**src/rtl/fetch_decode_queue.sv**
```systemverilog
// fetch_decode_queue
//   Instruction buffer between fetch and decode. Each accepted fetch is stored
//   as {instruction, PC+4} in a DEPTH-entry circular FIFO. The head entry goes
//   to decode under a valid/ready handshake, so decode back-pressure no longer
//   stalls the PC register directly.
//   A flush (taken branch/jump/jump-register) discards every buffered entry.
//   Once the end-of-program instruction (low 12 bits == 12'h300) has been
//   enqueued, no further entries are accepted until a flush or reset.
//
// Parameters
//   DEPTH  number of entries, 2..16 (any value, need not be a power of two)
//   WIDTH  width of the instruction and PC+4 fields
//
// Ports
//   clk, reset       clock; asynchronous active-high reset
//   in_valid         fetch presents an instruction
//   in_ready         queue can accept it (not full and end not seen)
//   in_instruction   fetched instruction word
//   in_pcPlus4       PC+4 of that instruction
//   flush            discard all contents; beats any enq/deq in the same cycle
//   out_valid        head entry is valid
//   out_ready        decode consumes the head entry
//   out_instruction  head instruction, 0 when empty (decode sees a NOP)
//   out_pcPlus4      head PC+4, 0 when empty
//   count            occupied entries, 0..DEPTH
//   endSeen          end-of-program instruction enqueued and not yet flushed
//
// Optional build macro QUEUE_STATS_EN adds saturating statistics outputs:
//   stallCycles   cycles with in_valid && !in_ready
//   bubbleCycles  cycles with out_ready && !out_valid
//   flushCount    flush assertions
//   These counters clear only on reset, never on flush.

module fetch_decode_queue #(
  parameter int DEPTH = 4,
  parameter int WIDTH = 32
) (
  input  logic             clk,
  input  logic             reset,
  input  logic             in_valid,
  output logic             in_ready,
  input  logic [WIDTH-1:0] in_instruction,
  input  logic [WIDTH-1:0] in_pcPlus4,
  input  logic             flush,
  output logic             out_valid,
  input  logic             out_ready,
  output logic [WIDTH-1:0] out_instruction,
  output logic [WIDTH-1:0] out_pcPlus4,
  output logic [4:0]       count,
  output logic             endSeen
`ifdef QUEUE_STATS_EN
  ,
  output logic [31:0]      stallCycles,
  output logic [31:0]      bubbleCycles,
  output logic [15:0]      flushCount
`endif
);

  localparam int             PTR_W    = (DEPTH > 1) ? $clog2(DEPTH) : 1;
  localparam logic [PTR_W-1:0] LAST_PTR = PTR_W'(DEPTH - 1);
  localparam logic [4:0]     FULL_CNT = 5'(DEPTH);
  localparam logic [11:0]    END_CODE = 12'h300;

  logic [WIDTH-1:0] instrMem [DEPTH];
  logic [WIDTH-1:0] pcMem    [DEPTH];
  logic [PTR_W-1:0] rdPtr;
  logic [PTR_W-1:0] wrPtr;
  logic             enq;
  logic             deq;

  // Pointers wrap explicitly so DEPTH need not be a power of two.
  function automatic logic [PTR_W-1:0] nextPtr(input logic [PTR_W-1:0] p);
    return (p == LAST_PTR) ? '0 : p + PTR_W'(1);
  endfunction

  // Handshake is derived from registered state only; in_ready never looks at
  // out_ready, so a full queue does not pass through on a simultaneous deq.
  always_comb begin
    in_ready  = (count != FULL_CNT) && !endSeen;
    out_valid = (count != 5'd0);
    enq       = in_valid && in_ready;
    deq       = out_valid && out_ready;
  end

  always_comb begin
    out_instruction = '0;
    out_pcPlus4     = '0;
    if (out_valid) begin
      out_instruction = instrMem[rdPtr];
      out_pcPlus4     = pcMem[rdPtr];
    end
  end

  // ---- control state (pointers, occupancy, end marker) ----
  always_ff @(posedge clk or posedge reset) begin
    if (reset) begin
      rdPtr   <= '0;
      wrPtr   <= '0;
      count   <= 5'd0;
      endSeen <= 1'b0;
    end else if (flush) begin
      // Stored words are left in place; they are simply unreachable now.
      rdPtr   <= '0;
      wrPtr   <= '0;
      count   <= 5'd0;
      endSeen <= 1'b0;
    end else begin
      if (enq) wrPtr <= nextPtr(wrPtr);
      if (deq) rdPtr <= nextPtr(rdPtr);
      case ({enq, deq})
        2'b10:   count <= count + 5'd1;
        2'b01:   count <= count - 5'd1;
        default: count <= count;
      endcase
      if (enq && (in_instruction[11:0] == END_CODE)) endSeen <= 1'b1;
    end
  end

  // ---- entry storage (data only, no reset) ----
  always_ff @(posedge clk) begin
    if (enq && !flush) begin
      instrMem[wrPtr] <= in_instruction;
      pcMem[wrPtr]    <= in_pcPlus4;
    end
  end

`ifdef QUEUE_STATS_EN
  function automatic logic [31:0] satInc32(input logic [31:0] v);
    return (v == '1) ? v : v + 32'd1;
  endfunction

  function automatic logic [15:0] satInc16(input logic [15:0] v);
    return (v == '1) ? v : v + 16'd1;
  endfunction

  // ---- statistics counters ----
  always_ff @(posedge clk or posedge reset) begin
    if (reset) begin
      stallCycles  <= 32'd0;
      bubbleCycles <= 32'd0;
      flushCount   <= 16'd0;
    end else begin
      if (in_valid && !in_ready)   stallCycles  <= satInc32(stallCycles);
      if (out_ready && !out_valid) bubbleCycles <= satInc32(bubbleCycles);
      if (flush)                   flushCount   <= satInc16(flushCount);
    end
  end
`endif

endmodule

```
**config.mk**
```make
export PLATFORM = sky130hd
export DESIGN_NAME = fetch_decode_queue
export DESIGN_NICKNAME = d
export VERILOG_FILES = /design/src/rtl/fetch_decode_queue.sv
export SDC_FILE = /design/constraint.sdc
export NUM_CORES = 1
export LEC_CHECK = 0
export CAP_MARGIN = 20
export CELL_PAD_IN_SITES_DETAIL_PLACEMENT = 1
export CELL_PAD_IN_SITES_GLOBAL_PLACEMENT = 1
export CORE_ASPECT_RATIO = 1.4
export CORE_UTILIZATION = 47
export CTS_CLUSTER_DIAMETER = 150
export DETAILED_ROUTE_END_ITERATION = 7
export PLACE_DENSITY_LB_ADDON = 0.3
export SLEW_MARGIN = 15
export SYNTH_ARGS = -nofsm -noshare
export SYNTH_HDL_FRONTEND = slang
export SYNTH_SLANG_ARGS = --single-unit
```
**constraint.sdc**
```tcl
create_clock -name clk -period 4.6 [get_ports clk]
set_clock_uncertainty 0.15 [all_clocks]
set_input_delay 0.46 -clock clk [delete_from_list [all_inputs] [get_ports clk]]
set_output_delay 0.46 -clock clk [all_outputs]
set_load 0.1 [all_outputs]
```
==> results of run 1 <==
-- worst max-delay path: stages (launching register included) --
cell and delay [ns]:
dfrtp_1 0.49, or3_4 0.45, or3_2 0.48, clkdlybuf4s50_1 0.99
-- through the flow --
step	worst slack (ns)	cell area, um^2
6_report	1.08	12800
5_1_grt	0.932	12800
4_1_cts	1.01	12800
3_5_place_dp	1.26	12000
3_3_place_gp	1.36	12000
2_1_floorplan	0.690	10500
-- layout make-up --
cell class / instances / share of cell area, %
clock buffers: 32 / 5.32
repair buffers: 142 / 9.90
well taps: 297 / 2.90
multi-input cells: 201 / 18.7
flip-flops and latches: 266 / 62.0
inverters: 5 / 0.146
clock inverters: 12 / 1.05
-- logic make-up (layout without fill, tap and decap cells) --
kind of cell               count (synthesis)  count (layout)
AOI/OAI and AO/OA                         25              25
buffers and inverters                     31             191
adders and majority gates                  7               7
and+or+nand+nor                          100             100
DFF                                      266             266
xor gates and xnor gates                   3               3
muxes                                     66              66
-- cell usage in the layout (no fill, tap or decap), types with 3 or more instances in the layout --
master / count
a31oi_1: 4
clkbuf_1: 4
nand3b_1: 3
bufinv_16: 3
clkdlybuf4s50_1: 76
inv_1: 4
nor2_1: 7
mux4_2: 64
clkinv_2: 6
ha_1: 7
xnor2_1: 3
edfxtp_1: 256
nand2_1: 5
and2_1: 64
clkbuf_16: 25
and2_4: 4
buf_4: 65
clkbuf_8: 3
a21oi_1: 6
o21ai_0: 3
dfrtp_1: 8
-- worst max path at each step --
stage,to,cells after the start
2_1_floorplan,out_instruction[22],4
3_3_place_gp,count[2],8
3_5_place_dp,count[2],8
4_1_cts,out_instruction[14],4
5_1_grt,out_instruction[14],4
6_report,out_valid,3
-- sequential cells by signal, indices dropped and copies added (netlist names) --
signal	count
instrMem	128
endSeen	1
wrPtr	2
rdPtr	2
pcMem	128
count	5
-- routing by layer --
layer | GRT usage [%] | part of all wire, %
met4 | 5.00 | 1.6
met2 | 34.1 | 53
met5 | 0 | 0
met1 | 24.5 | 41
met3 | 2.88 | 4.1
==> impl_metrics.ini, run 1 <==
[grt]
antenna_found_initial = 0
grt_max_degree = 67
overflow = 0
grt_pass1_vias = 5730
grt_pass1_wl_um = 32500
track_usage_pct = 19.2

[synthesis]
synth_fp_nets = 574
synthXorXnorAreaFrac_pct = 0.251
synth_compound_area_share_pct = 1.83
synth_edf_count = 256
netlist_area_um2 = 10500
netlist_top_cells_area = edfxtp_1 (74%), mux4_2 (14%), and2_1 (4.1%)
synth_top_area_share_pct = 73.5
ys_top_cells_by_count = edfxtp_1 (256), and2_1 (68), mux4_2 (64), clkbuf_1 (18), dfrtp_1 (10)
async_reset_ff_share_pct = 3.76
synth-simple-area-share_pct = 5.92
synth_warnings = 0
yosysMostFrequentCell = edfxtp_1
yosys.area.top_type = edfxtp_1
ys_seq_area_share_pct = 75.9
synth_top_family_by_area = multiplexers
synthDistinctLibCells = 42
synth_fa_ha_area_share_pct = 0.838
syn_inst = 498
synthMuxAreaShare_pct = 14.0
synthFlopType = edfxtp_1
synth_area_per_cell_um2 = 21.0
ys_ff_latch = 266

[cts]
post_cts_buffers = 0
clockBufferDepth = 3
cts_tree = built
root_buffer = clkbuf_16
clkLatencyLatePin_ns = 0.50
clock-sinks = 266
cts_max_level = 1
numCtsBuffers = 24
post_cts_resized = 0
clk_pin_slew_ns = 0.06
holdBufCountCts = 0

[drt]
drt.antenna.violating_nets = 0
vias = 5132
drt_iter0_drc = 228
routed_wl_um = 21200
drc = 0
wl_per_cell_um = 22.2
viasPerCell = 5.37
detail_route.first_pass.iterations = 4

[timing]
slew_violations = 0
finalCritPeriodShare_pct = 76.6
tightest_slew_ns = 1.03
period_needed_ns = 3.52
hold_viol_final = 0
holdWs_ns = 0.121
setup_viol = 0
max_clock_freq_ghz = 0.284
relSlewSlack_pct = 31.3
rsz0062_at_grt = false
setup-tns-final_ns = 0

[critical_path]
worstSetupPathType = reg2out
cp-startpoint = count[0]
startpoint_type = register
r2r_start = count[1]
crit_required_ns = 3.99
r2r_setup_slack_ns = 1.42
critPathMaxFanout = 7
crit_path_end_kind = output pin
worst-endpoint-arrival_ns = 2.91
r2r_end = count[2]
worstRegToRegCells = 8

[floorplan]
core_area_um2 = 21900
die_w_um = 128
start_util_pct = 47.8
pin_count = 141
fp.dieH_um = 178
dieArea_um2 = 22900
rows = 64

[cells_and_area]
layout-drive-gt1-share_pct = 28.0
num_antenna_cells = 0
final-seq-area_um2 = 7950
fillCellCount = 1908
area_growth_pct = 22.6
fin_nets = 716
fin_util_pct = 58.6
layoutNonFillerInstCount = 955
multi_input_area_um2 = 2400

[job]
cap_violations = 0

[worst_hold_path]
hp-class = in2async

[placed_design]
dp_cells = 911
dp_hpwl_um = 12400
port_buffers = 140
gp_congestion = 0.775

[outcome]
status = completed
Power of run 1 is not shown: default switching activity piles up to over one toggle a cycle in this logic, so the estimate is an artifact.
==> run 2: changes to the inputs <==
==> constraint.sdc (replaced) <==
create_clock -name clk -period 3.5 [get_ports clk]
set_clock_uncertainty 0.15 [all_clocks]
set_input_delay 0.35 -clock clk [delete_from_list [all_inputs] [get_ports clk]]
set_output_delay 0.35 -clock clk [all_outputs]
set_load 0.1 [all_outputs]
==> run 2 against run 1 <==
Against the previous run:
- via count rose by 2.4%
- count of clock-buffer cells in the layout fell by 3
- non-clock buffer count rose by 13
- largest cell class unchanged
==> impl_metrics.ini, run 2 (synthesis results as in run 1) <==
[outcome]
status = completed

[placed_design]
port_buffers = 140
dp_hpwl_um = 13300
gp_congestion = 0.783
dp_cells = 923

[worst_hold_path]
hp-class = in2reg

[timing]
period_needed_ns = 3.27
hold_viol_final = 0
setup_viol = 0
max_clock_freq_ghz = 0.306
relSlewSlack_pct = 30.9
slew_violations = 0
setup-tns-final_ns = 0
rsz0062_at_grt = false
tightest_slew_ns = 1.04
finalCritPeriodShare_pct = 93.4

[critical_path]
crit_required_ns = 3.00
worstSetupPathType = reg2out
cp.buffers_inverters = 2
max_stage_delay_ns = 0.88
critPathMostFrequentCell = buf_4
crit_path_end_kind = output pin
critPathMaxFanout = 34
startpoint_type = register
critical_path.cell_chain = buf_4, mux4_2, and2_1, buf_4
cp_top_family = flip-flops
worst-endpoint-arrival_ns = 2.77
cp_slowest_cell = dfrtp_4

[cts]
numCtsBuffers = 26
clock-sinks = 266
clockBufferDepth = 3
cts_tree = built
root_buffer = clkbuf_16
clkLatencyLatePin_ns = 0.51
post_cts_resized = 0
cts_max_level = 1
clk_pin_slew_ns = 0.06

[drt]
viasPerCell = 5.43
drt_iter0_drc = 235
wl_per_cell_um = 22.9
routed_wl_um = 22100
met2_length_um = 12200
drt.antenna.violating_nets = 0
drc = 0
vias = 5253
dr_wl_met3_um = 1010
top_layer = met4
drt-met1-wl_um = 8490
detail_route.first_pass.iterations = 4

[cells_and_area]
largestRegisters = instrMem: 128 flops, pcMem: 128 flops, count: 5 flops
final-seq-area_um2 = 7950
layoutNonFillerInstCount = 967
fillCellCount = 1923
fin_util_pct = 59.6
final_common_cell = edfxtp_1
multi_input_area_um2 = 2400
area_growth_pct = 24.5
fin_nets = 731
layout-drive-gt1-share_pct = 29.7
mostFrequentLayoutCells = edfxtp_1 (256), buf_4 (74), clkdlybuf4s50_1 (72)

[grt]
grt_pass1_wl_um = 33400
track_usage_pct = 19.8
antenna_found_initial = 1
grt_pass1_vias = 5897
overflow = 0
grt_max_degree = 67

[floorplan]
fp.dieH_um = 178
start_util_pct = 47.8
die_w_um = 128
dieArea_um2 = 22900
pin_count = 141
core_area_um2 = 21900
rows = 64

[job]
cap_violations = 0
run 2: changes by cell type in the layout (fill, tap and decap cells not counted), moves of 2 or more:
cell	delta
buf_4	+9
buf_12	+7
clkdlybuf4s50_1	-4
clkbuf_8	-3
clkinv_2	-3
clkbuf_1	-2
clkbuf_16	+2
clkinv_4	+2
run 2: final timing paths:
kind                                 from             end  slack, ns  depth (start not counted)
setup / recovery                 rdPtr[0]  out_pcPlus4[2]       0.23                          4
max in group asynchronous           reset        rdPtr[0]       2.32                          3
hold / removal             in_pcPlus4[12]    pcMem[0][12]       0.31                          1
setup reg to reg                 count[1]        count[2]       0.37                          8
hold reg to reg                  wrPtr[0]        wrPtr[0]       0.48                          2
min in group asynchronous           reset        count[3]       0.54                          3
run 2: layer usage:
metal,track usage [%],vias to the layer above
met3,3.72,37
met1,23.4,2767
li1,-,2325
met5,0,-
met2,36.4,124
met4,5.98,0
run 2: stage by stage:
step	area, um^2	setup slack [ns]	hold WS, ns
6_report	13000	0.230	0.315
3_3_place_gp	12200	0.377	0.419
4_1_cts	13000	0.149	0.296
2_1_floorplan	10500	0.178	0.0402
5_1_grt	13000	0.0469	0.297
3_5_place_dp	12200	0.289	0.454
run 2: final cells by class:
class | instances | area share (%)
Multi-Input combinational cell | 201 | 18.4
Clock buffer | 29 | 5.25
Antenna cell | 1 | 0.0192
Clock inverter | 13 | 1.17
Timing Repair Buffer | 155 | 11.1
Sequential cell | 266 | 61.0
Inverter | 5 | 0.144
Tap cell | 297 | 2.85
run 2: what timing repair did:
action | 4_1_cts | 5_1_grt
hold buffers | 1 | 0
setup buffers | 0 | 0
hold endpoints to repair | 10 | 0
Power of run 2 is left out for the same reason.
